$ cat config.mk
export PLATFORM = sky130hd
export DESIGN_NAME = alu_share_arb
export DESIGN_NICKNAME = d
export VERILOG_FILES = /design/src/rtl/alu_pkg.sv /design/src/rtl/alu.sv /design/src/rtl/alu_share_arb.sv
export SDC_FILE = /design/constraint.sdc
export NUM_CORES = 1
export LEC_CHECK = 0
export BUFFER_PORTS_ARGS = -buffer_cell sky130_fd_sc_hd__buf_2
export CAP_MARGIN = 30
export CELL_PAD_IN_SITES_DETAIL_PLACEMENT = 0
export CELL_PAD_IN_SITES_GLOBAL_PLACEMENT = 1
export CORE_MARGIN = 10
export CORE_UTILIZATION = 35
export DETAILED_ROUTE_END_ITERATION = 8
export PLACE_DENSITY_LB_ADDON = 0.1
export SLEW_MARGIN = 20
export SYNTH_ARGS = -nofsm -noshare
export SYNTH_HDL_FRONTEND = slang
export SYNTH_SLANG_ARGS = --single-unit
$ cat constraint.sdc
create_clock -name clk -period 8.25 [get_ports clk]
set_clock_uncertainty 0.15 [all_clocks]
set_input_delay 1.65 -clock clk [delete_from_list [all_inputs] [get_ports clk]]
set_output_delay 1.65 -clock clk [all_outputs]
set_load 0.02 [all_outputs]
$ cat src/rtl/alu_pkg.sv
// Shared definitions for the ALU and its two-client sharing arbiter:
// ALU control codes, sequencer state encoding and an op classifier.
package alu_pkg;

    localparam logic [3:0] ALU_ADD  = 4'b0000;
    localparam logic [3:0] ALU_SUB  = 4'b0001;
    localparam logic [3:0] ALU_AND  = 4'b0010;
    localparam logic [3:0] ALU_OR   = 4'b0011;
    localparam logic [3:0] ALU_SLTU = 4'b0100;
    localparam logic [3:0] ALU_SLT  = 4'b0101;
    localparam logic [3:0] ALU_SLL  = 4'b0110;
    localparam logic [3:0] ALU_XOR  = 4'b0111;
    localparam logic [3:0] ALU_SRA  = 4'b1000;
    localparam logic [3:0] ALU_SRL  = 4'b1001;

    typedef enum logic [1:0] {
        ST_IDLE = 2'd0,
        ST_EXEC = 2'd1,
        ST_RESP = 2'd2
    } state_t;

    // True for the ops whose b operand is a shift amount.
    function automatic logic is_shift_op(input logic [3:0] op);
        return (op == ALU_SLL) || (op == ALU_SRA) || (op == ALU_SRL);
    endfunction

endpackage

$ cat src/rtl/alu.sv
// Combinational ALU. Shift amounts are used as given; callers that want
// RISC-V semantics mask b before it arrives here. Undefined codes give 0.
module alu
    import alu_pkg::*;
#(
    parameter int WIDTH = 32
) (
    input  logic [3:0]       op,
    input  logic [WIDTH-1:0] a,
    input  logic [WIDTH-1:0] b,
    output logic [WIDTH-1:0] result,
    output logic             zero
);

    // Select the operation result for the current control code.
    always_comb begin
        result = {WIDTH{1'b0}};
        case (op)
            ALU_ADD:  result = a + b;
            ALU_SUB:  result = a - b;
            ALU_AND:  result = a & b;
            ALU_OR:   result = a | b;
            ALU_SLTU: result = {{(WIDTH-1){1'b0}}, (a < b)};
            ALU_SLT:  result = {{(WIDTH-1){1'b0}}, ($signed(a) < $signed(b))};
            ALU_SLL:  result = a << b;
            ALU_XOR:  result = a ^ b;
            ALU_SRA:  result = $unsigned($signed(a) >>> b);
            ALU_SRL:  result = a >> b;
            default:  result = {WIDTH{1'b0}};
        endcase
    end

    assign zero = (result == {WIDTH{1'b0}});

endmodule

$ cat src/rtl/alu_share_arb.sv
// Shares one ALU between two requesters. One operation in flight at a time:
// round-robin grant in IDLE, evaluate in EXEC, hold the registered result
// in RESP until the owning requester takes it.
module alu_share_arb
    import alu_pkg::*;
#(
    parameter int WIDTH = 32
) (
    input  logic             clk,
    input  logic             reset,
    input  logic             req0_valid,
    output logic             req0_ready,
    input  logic [WIDTH-1:0] req0_a,
    input  logic [WIDTH-1:0] req0_b,
    input  logic [3:0]       req0_op,
    output logic             rsp0_valid,
    input  logic             rsp0_ready,
    output logic [WIDTH-1:0] rsp0_data,
    output logic             rsp0_zero,
    output logic             rsp0_sltu,
    input  logic             req1_valid,
    output logic             req1_ready,
    input  logic [WIDTH-1:0] req1_a,
    input  logic [WIDTH-1:0] req1_b,
    input  logic [3:0]       req1_op,
    output logic             rsp1_valid,
    input  logic             rsp1_ready,
    output logic [WIDTH-1:0] rsp1_data,
    output logic             rsp1_zero,
    output logic             rsp1_sltu
);

    localparam int SH_W = $clog2(WIDTH);

    state_t           state_r;
    state_t           state_nxt_s;
    logic             last_grant_r;
    logic             gnt_idx_r;
    logic [WIDTH-1:0] a_r;
    logic [WIDTH-1:0] b_r;
    logic [3:0]       op_r;
    logic [WIDTH-1:0] rsp_data_r;
    logic             rsp_zero_r;
    logic             rsp_sltu_r;
    logic [1:0]       rsp_valid_r;

    logic             gnt_any_s;
    logic             gnt_idx_s;
    logic             rsp_hs_s;
    logic [WIDTH-1:0] b_eff_s;
    logic [WIDTH-1:0] alu_out_s;
    logic             alu_zero_s;
    logic             sltu_s;

    // Round-robin pick: a tie goes to the requester not granted last time.
    always_comb begin
        gnt_idx_s = 1'b0;
        if (req0_valid && req1_valid) begin
            gnt_idx_s = ~last_grant_r;
        end else if (req1_valid) begin
            gnt_idx_s = 1'b1;
        end else begin
            gnt_idx_s = 1'b0;
        end
    end

    assign gnt_any_s = (state_r == ST_IDLE) && (req0_valid || req1_valid);

    // Ready is gated by reset so it drops without waiting for a clock edge.
    assign req0_ready = gnt_any_s && (gnt_idx_s == 1'b0) && !reset;
    assign req1_ready = gnt_any_s && (gnt_idx_s == 1'b1) && !reset;

    assign rsp_hs_s = (rsp_valid_r[0] && rsp0_ready) || (rsp_valid_r[1] && rsp1_ready);

    // Shift ops only see the low log2(WIDTH) bits of b, zero-extended.
    always_comb begin
        b_eff_s = b_r;
        if (is_shift_op(op_r)) begin
            b_eff_s = {{(WIDTH-SH_W){1'b0}}, b_r[SH_W-1:0]};
        end else begin
            b_eff_s = b_r;
        end
    end

    assign sltu_s = (a_r < b_eff_s);

    alu #(
        .WIDTH (WIDTH)
    ) u_alu (
        .op     (op_r),
        .a      (a_r),
        .b      (b_eff_s),
        .result (alu_out_s),
        .zero   (alu_zero_s)
    );

    // Next-state logic for the IDLE -> EXEC -> RESP sequence.
    always_comb begin
        state_nxt_s = state_r;
        case (state_r)
            ST_IDLE: begin
                if (gnt_any_s) begin
                    state_nxt_s = ST_EXEC;
                end else begin
                    state_nxt_s = ST_IDLE;
                end
            end
            ST_EXEC: state_nxt_s = ST_RESP;
            ST_RESP: begin
                if (rsp_hs_s) begin
                    state_nxt_s = ST_IDLE;
                end else begin
                    state_nxt_s = ST_RESP;
                end
            end
            default: state_nxt_s = ST_IDLE;
        endcase
    end

    // State register.
    always_ff @(posedge clk or posedge reset) begin
        if (reset) begin
            state_r <= ST_IDLE;
        end else begin
            state_r <= state_nxt_s;
        end
    end

    // Operand capture on grant, result capture in EXEC, valid flag per requester.
    always_ff @(posedge clk or posedge reset) begin
        if (reset) begin
            last_grant_r <= 1'b1;
            gnt_idx_r    <= 1'b0;
            a_r          <= {WIDTH{1'b0}};
            b_r          <= {WIDTH{1'b0}};
            op_r         <= 4'b0000;
            rsp_data_r   <= {WIDTH{1'b0}};
            rsp_zero_r   <= 1'b0;
            rsp_sltu_r   <= 1'b0;
            rsp_valid_r  <= 2'b00;
        end else begin
            case (state_r)
                ST_IDLE: begin
                    if (gnt_any_s) begin
                        last_grant_r <= gnt_idx_s;
                        gnt_idx_r    <= gnt_idx_s;
                        a_r          <= gnt_idx_s ? req1_a  : req0_a;
                        b_r          <= gnt_idx_s ? req1_b  : req0_b;
                        op_r         <= gnt_idx_s ? req1_op : req0_op;
                    end
                end
                ST_EXEC: begin
                    rsp_data_r             <= alu_out_s;
                    rsp_zero_r             <= alu_zero_s;
                    rsp_sltu_r             <= sltu_s;
                    rsp_valid_r[gnt_idx_r] <= 1'b1;
                end
                ST_RESP: begin
                    if (rsp_hs_s) begin
                        rsp_valid_r <= 2'b00;
                    end
                end
                default: rsp_valid_r <= 2'b00;
            endcase
        end
    end

    assign rsp0_valid = rsp_valid_r[0];
    assign rsp1_valid = rsp_valid_r[1];
    assign rsp0_data  = rsp_data_r;
    assign rsp1_data  = rsp_data_r;
    assign rsp0_zero  = rsp_zero_r;
    assign rsp1_zero  = rsp_zero_r;
    assign rsp0_sltu  = rsp_sltu_r;
    assign rsp1_sltu  = rsp_sltu_r;

endmodule
==> flow_summary.ini, run 1 <==
[outcome]
status = complete, no violations

[sta]
setup_tns_ns = 0
rsz0062_at_grt = no
slew_headroom_pct = 26.7
period_share_pct = 77.4
fmax_ghz = 0.157
finalHoldViolations = 0
finalSetupViolCount = 0
worst_pin_slew_ns = 1.09
min_period_ns = 6.39
drv_slew = 0

[global_routing]
grt_usage_pct = 29.8
grt_max_degree = 74
grt_pass1_wl_um = 112000
antenna_found_initial = 1
grt_pass1_vias = 15436
grt-ovfl-total = 0

[routing]
route.vias.total = 16156
drc = 0
drt-total-wl_um = 77100
drt_iter0_markers = 2035
wl_per_cell_um = 31.2
routed_via_density = 6.54
ant_nets = 0
first_pass_iters = 9

[worst_hold_path]
min_to = rsp0_data[11]
hp-class = reg2reg
min_from = rsp0_data[11]
hold_depth = 2

[synth]
syn_inst = 1859
synth_commonest_cells = nand2_1 (201), inv_1 (167), nor2_1 (122)
synth_top_area_share_pct = 18.6
ys_types = 93
synth_fa_ha_area_share_pct = 8.61
syn_avg_cell_area_um2 = 7.76
synth_edf_count = 0
synth_xor_area_share_pct = 1.52
yosysWarnings = 0
synth_nets = 2099
synth-simple-area-share_pct = 17.8
synth-seq-area-share_pct = 18.8
synthMuxAreaShare_pct = 11.3
netlist_area_um2 = 14400
synth_top_family_by_area = compound AO/OA/AOI/OAI gates
synth_area_leaders = dfrtp_1 (19%), ha_1 (8.3%), mux4_2 (6.1%), nand2_1 (5.2%), a222oi_1 (4.9%)
synth_compound_area_share_pct = 30.7
async_flop_share_pct = 100
ys_seq_elements = 108
synth.most_common_cell = nand2_1
yosysTopAreaCell = dfrtp_1
ys.flop_type = dfrtp_1

[critical_path]
cp.required_ns = 8.45
critPathLaunchType = flip-flop
cpMostUsedCell = a211oi_1
crit_path_end_kind = flip-flop
r2r_slack_ns = 1.86
critPathMaxFanout = 23
max_stage_delay_ns = 0.68
arrival_ns = 6.59
critPathLaunch = op_r[2]
crit_chain = and4bb_1, nor2_2, nand2_1, ha_1, or4_1, a211oi_1, o211ai_1, a211oi_1, a31oi_1, xnor2_1, o21ai_0, a311oi_1, nand4_1, nor4_1, a41o_1
r2r_start = op_r[2]
worstRegToRegCells = 15
crit_type = reg2reg
r2r-end = rsp0_zero
critPathSlowestCell = dfrtp_1

[clocking]
holdBufCountCts = 0
clockBufferDepth = 2
cts_num_sinks = 108
clock_latency_ns = 0.41
cts-root-buf = clkbuf_16
cts_max_level = 3
numCtsBuffers = 9
postCtsSetupBuffers = 0
clk_pin_slew_ns = 0.10
cts_tree = built
cts_resized = 0

[final_layout]
drive_gt1_share_pct = 19.0
fin_nets = 2171
nFillCells = 4361
final_util_pct = 39.0
area_growth_pct = 10.1

[floorplan]
die_x_um = 223
io_pins = 214
die_area_um2 = 49700
initial_core_util_pct = 35.4
rows = 74
core-area_um2 = 40700
die_h_um = 223

[placed_design]
port_buffers = 213
place_hpwl_um = 59800
gp_congestion = 1.03

[flow_run]
cap_violations = 0
-- placed cells by master (no fill, tap or decap), types with 7 or more instances in the layout --
cell type / count
buf_2: 214
nand2_1: 200
inv_1: 165
nor2_1: 121
o21ai_0: 114
dfrtp_1: 103
ha_1: 96
a21oi_1: 94
a222oi_1: 71
mux2i_1: 56
buf_4: 48
mux4_2: 39
nor3_1: 37
a211oi_1: 37
nand3_1: 36
a22oi_1: 34
o211ai_1: 28
a31oi_1: 23
o221ai_1: 21
nor2b_1: 20
xnor2_1: 20
a21o_1: 19
o22ai_1: 18
o31ai_1: 16
nor4_1: 16
o21a_1: 14
nand4_1: 14
mux2_2: 13
a221oi_1: 13
and3_1: 13
a221o_1: 12
o21bai_1: 10
nand2b_1: 9
clkbuf_16: 9
or3_1: 8
nor4_2: 7
and2_1: 7
o2111ai_1: 7
-- routing by layer --
metal | global-route usage, % | vias up | share of wire, %
met3 | 7.68 | 185 | 10
met5 | 0 | - | 0
met2 | 42.0 | 948 | 41
li1 | - | 7079 | -
met4 | 14.8 | 0 | 4.9
met1 | 41.2 | 7944 | 44
-- state kept, by name, indices dropped and copies added (netlist names) --
register      cells
b_r              32
gnt_idx_r         1
state_r           2
rsp0_sltu         1
rsp_valid_r       2
op_r              4
rsp0_data        32
last_grant_r      1
rsp0_zero         1
a_r              32
-- stage by stage --
step | instance area (um2) | hold slack, ns | instances | setup WS, ns
CTS | 15900 | 0.356 | 2468 | 1.89
floorplan | 14400 | 0.323 | 1859 | 2.01
finish | 15900 | 0.345 | 2470 | 1.86
detailed placement | 15600 | 0.338 | 2452 | 1.93
global placement | 15600 | 0.324 | 2451 | 1.98
global route | 15900 | 0.376 | 2468 | 1.54
-- final cells by class --
cell class	count	area, um2	area share [%]
multi-input combinational	1380	10100	63.8
tap	532	666	4.19
antenna	2	5.00	0.0315
timing repair buffer	262	1430	9.01
inverter	170	641	4.03
clock inverter	5	67.6	0.426
sequential	108	2710	17.1
clock buffer	11	233	1.47
-- kinds of logic (layout without fill, tap and decap cells) --
logic type      after synthesis  count (layout)
compound gates              614             614
simple gates                532             532
buf+inv                     371             448
mux                         111             111
flops                       108             108
fa+ha+maj                    98              98
xor+xnor                     25              25
other cells                   0               2
-- worst max-delay path, delay by kind of cell, from the launching register on --
| kind | cells | cell delay [ns] |
|---|---|---|
| AND/OR/NAND/NOR | 6 | 2.45 |
| adder cells (fa/ha/maj) | 1 | 0.47 |
| XOR/XNOR | 1 | 0.16 |
| AO/OA/AOI/OAI | 7 | 2.41 |
| flip-flops | 1 | 0.68 |
-- how the worst max path moves through the flow --
stage | end | slack (ns) | cells past startpoint
finish | rsp0_zero | 1.86 | 15
global route | rsp0_zero | 1.54 | 16
CTS | rsp0_zero | 1.89 | 15
detailed placement | rsp0_zero | 1.93 | 15
global placement | rsp0_zero | 1.98 | 15
floorplan | req1_ready | 2.01 | 2
Power of run 1 is not shown: default switching activity piles up to over one toggle a cycle in this logic, so the estimate is an artifact.
==> run 2, diff against run 1 <==
Clock period 8.25 ns to 6.05 ns, I/O delays scaled along.
==> flow_summary.ini, run 2 (synthesis gave the netlist of run 1 again) <==
[outcome]
status = complete, no violations

[floorplan]
io_pins = 214
rows = 74
die_x_um = 223
initial_core_util_pct = 35.4
die_area_um2 = 49700
core-area_um2 = 40700
die_h_um = 223

[global_routing]
grt_util_met3_pct = 6.47
grtUsageMet2_pct = 45.6
grt_pass1_vias = 15576
grt_pass1_wl_um = 113000
grt-ovfl-total = 0
antenna_found_initial = 4
met1_usage_pct = 41.3
grt_max_degree = 87
grt_busiest_layer = met2
grt_usage_pct = 30.4

[sta]
finalSetupViolCount = 0
min_period_ns = 5.61
slew_headroom_pct = 33.6
drv_slew = 0
period_share_pct = 92.7
worst_pin_slew_ns = 0.994
rsz0062_at_grt = no
finalHoldViolations = 0
setup_tns_ns = 0
fmax_ghz = 0.178

[placed_design]
port_buffers = 213
place_hpwl_um = 61500
gp_congestion = 1.02

[routing]
first_pass_iters = 7
route.vias.total = 16397
routed_via_density = 6.56
drc = 0
ant_nets = 0
drt_iter0_markers = 2056
wl_per_cell_um = 31.6
drt-total-wl_um = 79000

[final_layout]
drive_gt1_share_pct = 20.4
area_growth_pct = 12.0
multi_input_area_um2 = 10100
fin_nets = 2202
mostFrequentLayoutCell = buf_2
layout_common_cells = buf_2 (213), nand2_1 (200), inv_1 (166)
regArea_um2 = 2710
nFillCells = 4318

[critical_path]
critPathMaxFanout = 19
crit_chain = and4bb_1, nor2_2, buf_4, nand2_1, ha_1, or4_1, a211oi_1, buf_4, o211ai_1, a211oi_1, a31oi_1, xnor2_1, o21ai_0, a311oi_1, buf_4, nand4_1, nor4_1, a41o_1
crit_type = reg2reg
critPathLaunch = op_r[3]
cpMostUsedCell = buf_4
critPathLaunchType = flip-flop
r2r-end = rsp0_zero
arrival_ns = 5.80
worstPathBufferInverterCount = 3
cp_top_family = compound AO/OA/AOI/OAI gates
critPathSlowestCell = dfrtp_1
r2r_slack_ns = 0.44
worstRegToRegCells = 18
crit_cells = 18
crit_path_end_kind = flip-flop
max_stage_delay_ns = 0.63
r2r_start = op_r[3]
crit_end = rsp0_zero
cp.required_ns = 6.24

[clocking]
clk_pin_slew_ns = 0.09
numCtsBuffers = 9
cts_num_sinks = 108
postCtsSetupBuffers = 0
cts_tree = built
clockBufferDepth = 2
cts_max_level = 3
cts-root-buf = clkbuf_16
clock_latency_ns = 0.42
cts_resized = 0
holdBufCountCts = 0

[worst_hold_path]
hp-class = reg2reg
min_from = rsp0_sltu

[flow_run]
cap_violations = 0
-- run 2: changes by cell type in the layout (fill, tap and decap cells not counted), sizes merged --
cell    change
clkbuf      -2
inv         +2
diode       -1
buf        +31
-- run 2: cell type report --
type                            count  share of cell area [%]
Multi-Input combinational cell   1380                    62.7
Sequential cell                   108                    16.8
Timing Repair Buffer              293                    10.5
Tap cell                          532                    4.12
Inverter                          170                    3.97
Clock buffer                        9                    1.40
Clock inverter                      7                   0.527
Antenna cell                        1                  0.0155
-- run 2: worst min path at each step --
stage	end	slack (ns)	cells after the start
after floorplan	gnt_idx_r	0.32	1
after global placement	rsp0_sltu	0.32	2
after detailed placement	rsp0_sltu	0.33	2
after CTS	rsp0_sltu	0.35	2
after global routing	last_grant_r	0.39	1
final	rsp0_sltu	0.34	2
-- run 2: stage by stage --
step | worst slack (ns) | hold WS (ns) | instances | util (%) | cell area (um2)
4_1_cts | 0.501 | 0.348 | 2497 | 39.6 | 16100
3_3_place_gp | 0.623 | 0.324 | 2480 | 38.8 | 15800
3_5_place_dp | 0.560 | 0.329 | 2481 | 38.8 | 15800
5_1_grt | 0.123 | 0.385 | 2499 | 39.6 | 16100
2_1_floorplan | 0.686 | 0.323 | 1859 | - | 14400
6_report | 0.439 | 0.343 | 2500 | 39.6 | 16100
-- run 2: worst min-delay path, stage by stage (launching register included) --
cell and delay (ns):
dfrtp_1 0.36, nand2_1 0.05, o31ai_1 0.05
-- run 2: layer usage --
metal | share of wire [%] | vias up | wire length (um)
met4 | 4.3 | 6 | 3400
li1 | - | 7135 | -
met3 | 9.7 | 162 | 7660
met1 | 43 | 8103 | 33600
met5 | 0.049 | - | 39
met2 | 43 | 991 | 34300
Power of run 2 is left out for the same reason.
==> run 3, diff against run 2 <==
Settings changed: CORE_MARGIN 10 to 2.
Clock period 6.05 ns to 5.4 ns, I/O delays scaled along.
==> flow_summary.ini, run 3 (synthesis gave the netlist of run 1 again) <==
[outcome]
status = complete, no violations

[routing]
drc = 0
route.vias.total = 16783
ant_nets = 0
routed_via_density = 6.52
first_pass_iters = 8
drt_iter0_markers = 2301
wl_per_cell_um = 31.1
drt-total-wl_um = 80000

[sta]
min_period_ns = 5.19
rsz0062_at_grt = no
period_share_pct = 96.1
slew_headroom_pct = 36.0
setup_ws_ns = 0.212
finalHoldViolations = 0
finalSetupViolCount = 0
setup_tns_ns = 0
fmax_ghz = 0.193
worst_pin_slew_ns = 0.961
drv_slew = 0

[critical_path]
crit_chain = and4bb_1, nor2_2, buf_4, buf_4, nand2_1, ha_1, a21o_1, a31oi_2, nor3b_1, and3_1, a21oi_1, buf_4, a221o_1, a21oi_1, nand3_1, nor4_2, buf_4, nand4_1, nor4_1, a41o_1
max_stage_delay_ns = 0.47
cp.required_ns = 5.60
r2r_slack_ns = 0.21
r2r-end = rsp0_zero
crit_type = reg2reg
critPathSlowestCell = dfrtp_1
r2r_start = op_r[2]
worstRegToRegCells = 20
cpMostUsedCell = buf_4
arrival_ns = 5.38
critPathLaunchType = flip-flop
crit_path_end_kind = flip-flop
critPathMaxFanout = 18

[flow_run]
cap_violations = 0

[final_layout]
drive_gt1_share_pct = 23.9
fin_nets = 2279
diodes = 0
layout_common_cells = buf_2 (213), nand2_1 (200), inv_1 (166)
mostFrequentLayoutCell = buf_2
area_growth_pct = 17.0

[worst_hold_path]
min_to = rsp0_data[11]
min_from = rsp0_data[11]
hp-class = reg2reg
hold_depth = 2

[global_routing]
grt-ovfl-total = 0
grt_usage_pct = 37.0
grt_pass1_wl_um = 114000
met1_usage_pct = 51.6
grt_busiest_layer = met2
antenna_found_initial = 2
grt_max_degree = 89
grt_pass1_vias = 15775
grt_util_met3_pct = 9.75
grtUsageMet2_pct = 53.7

[clocking]
cts-root-buf = clkbuf_16
cts_num_sinks = 108
cts_tree = built
clock_latency_ns = 0.40
numCtsBuffers = 9
clockBufferDepth = 2
holdBufCountCts = 0
cts_max_level = 3
clk_pin_slew_ns = 0.09

[floorplan]
die_area_um2 = 42800
initial_core_util_pct = 35.4
die_x_um = 207
rows = 74
die_h_um = 207
core-area_um2 = 40700
io_pins = 214

[placed_design]
place_ws_ns = 0.0833
gp_congestion = 1.07
port_buffers = 213
place_hpwl_um = 62700
==> run 3: cell types whose count changed in the layout (fill, tap and decap cells not counted), moves of 2 or more <==
cell      change
buf_4        +73
nor4_1        -2
a211oi_2      +2
clkinv_2      -2
nor4_2        +2
a211oi_1      -2
buf_12        +3
==> run 3: per-stage QoR <==
stage               cells  hold WS (ns)  util, %  instance area, um2
floorplan            1859         0.323        -               14400
global placement     2555         0.323     40.2               16400
detailed placement   2556         0.335     40.2               16400
CTS                  2572         0.355     41.1               16700
global route         2576         0.380     41.4               16900
finish               2576         0.347     41.4               16900
==> run 3: cell type report <==
cell class,count,area [um2]
fill,4263,23900
multi-input combinational,1380,10200
sequential,108,2710
timing repair buffer,370,2330
tap,532,666
inverter,170,641
clock buffer,9,225
clock inverter,7,114
==> run 3: worst max path at each step <==
stage / start / to / slack [ns]
floorplan: reset / req1_ready / 0.30
global placement: op_r[2] / rsp0_zero / 0.19
detailed placement: op_r[2] / rsp0_zero / 0.08
CTS: op_r[2] / rsp0_zero / 0.05
global route: op_r[2] / rsp0_zero / 0.009
finish: op_r[2] / rsp0_zero / 0.21
==> run 3: repair_timing <==
action                                 in CTS  in global routing
resized for setup                           0                 13
setup buffers                               0                  1
endpoints found under the hold margin       0                  0
setup endpoints to repair                   0                  1
==> run 3: worst max-delay path, delay by kind of cell (launching register included) <==
family	cells	cell delay, ns
AND/OR/NAND/NOR	9	1.90
buffers and inverters	4	0.79
adder cells (fa/ha/maj)	1	0.40
AO/OA/AOI/OAI	6	1.41
flip-flops	1	0.47
==> run 3: routing by layer <==
layer  vias up  routed length (um)
li1       7284                   -
met1      8237               34100
met2      1078               33300
met3       182                9140
met4         2                3540
met5         -                  12
Power of run 3 is left out for the same reason.
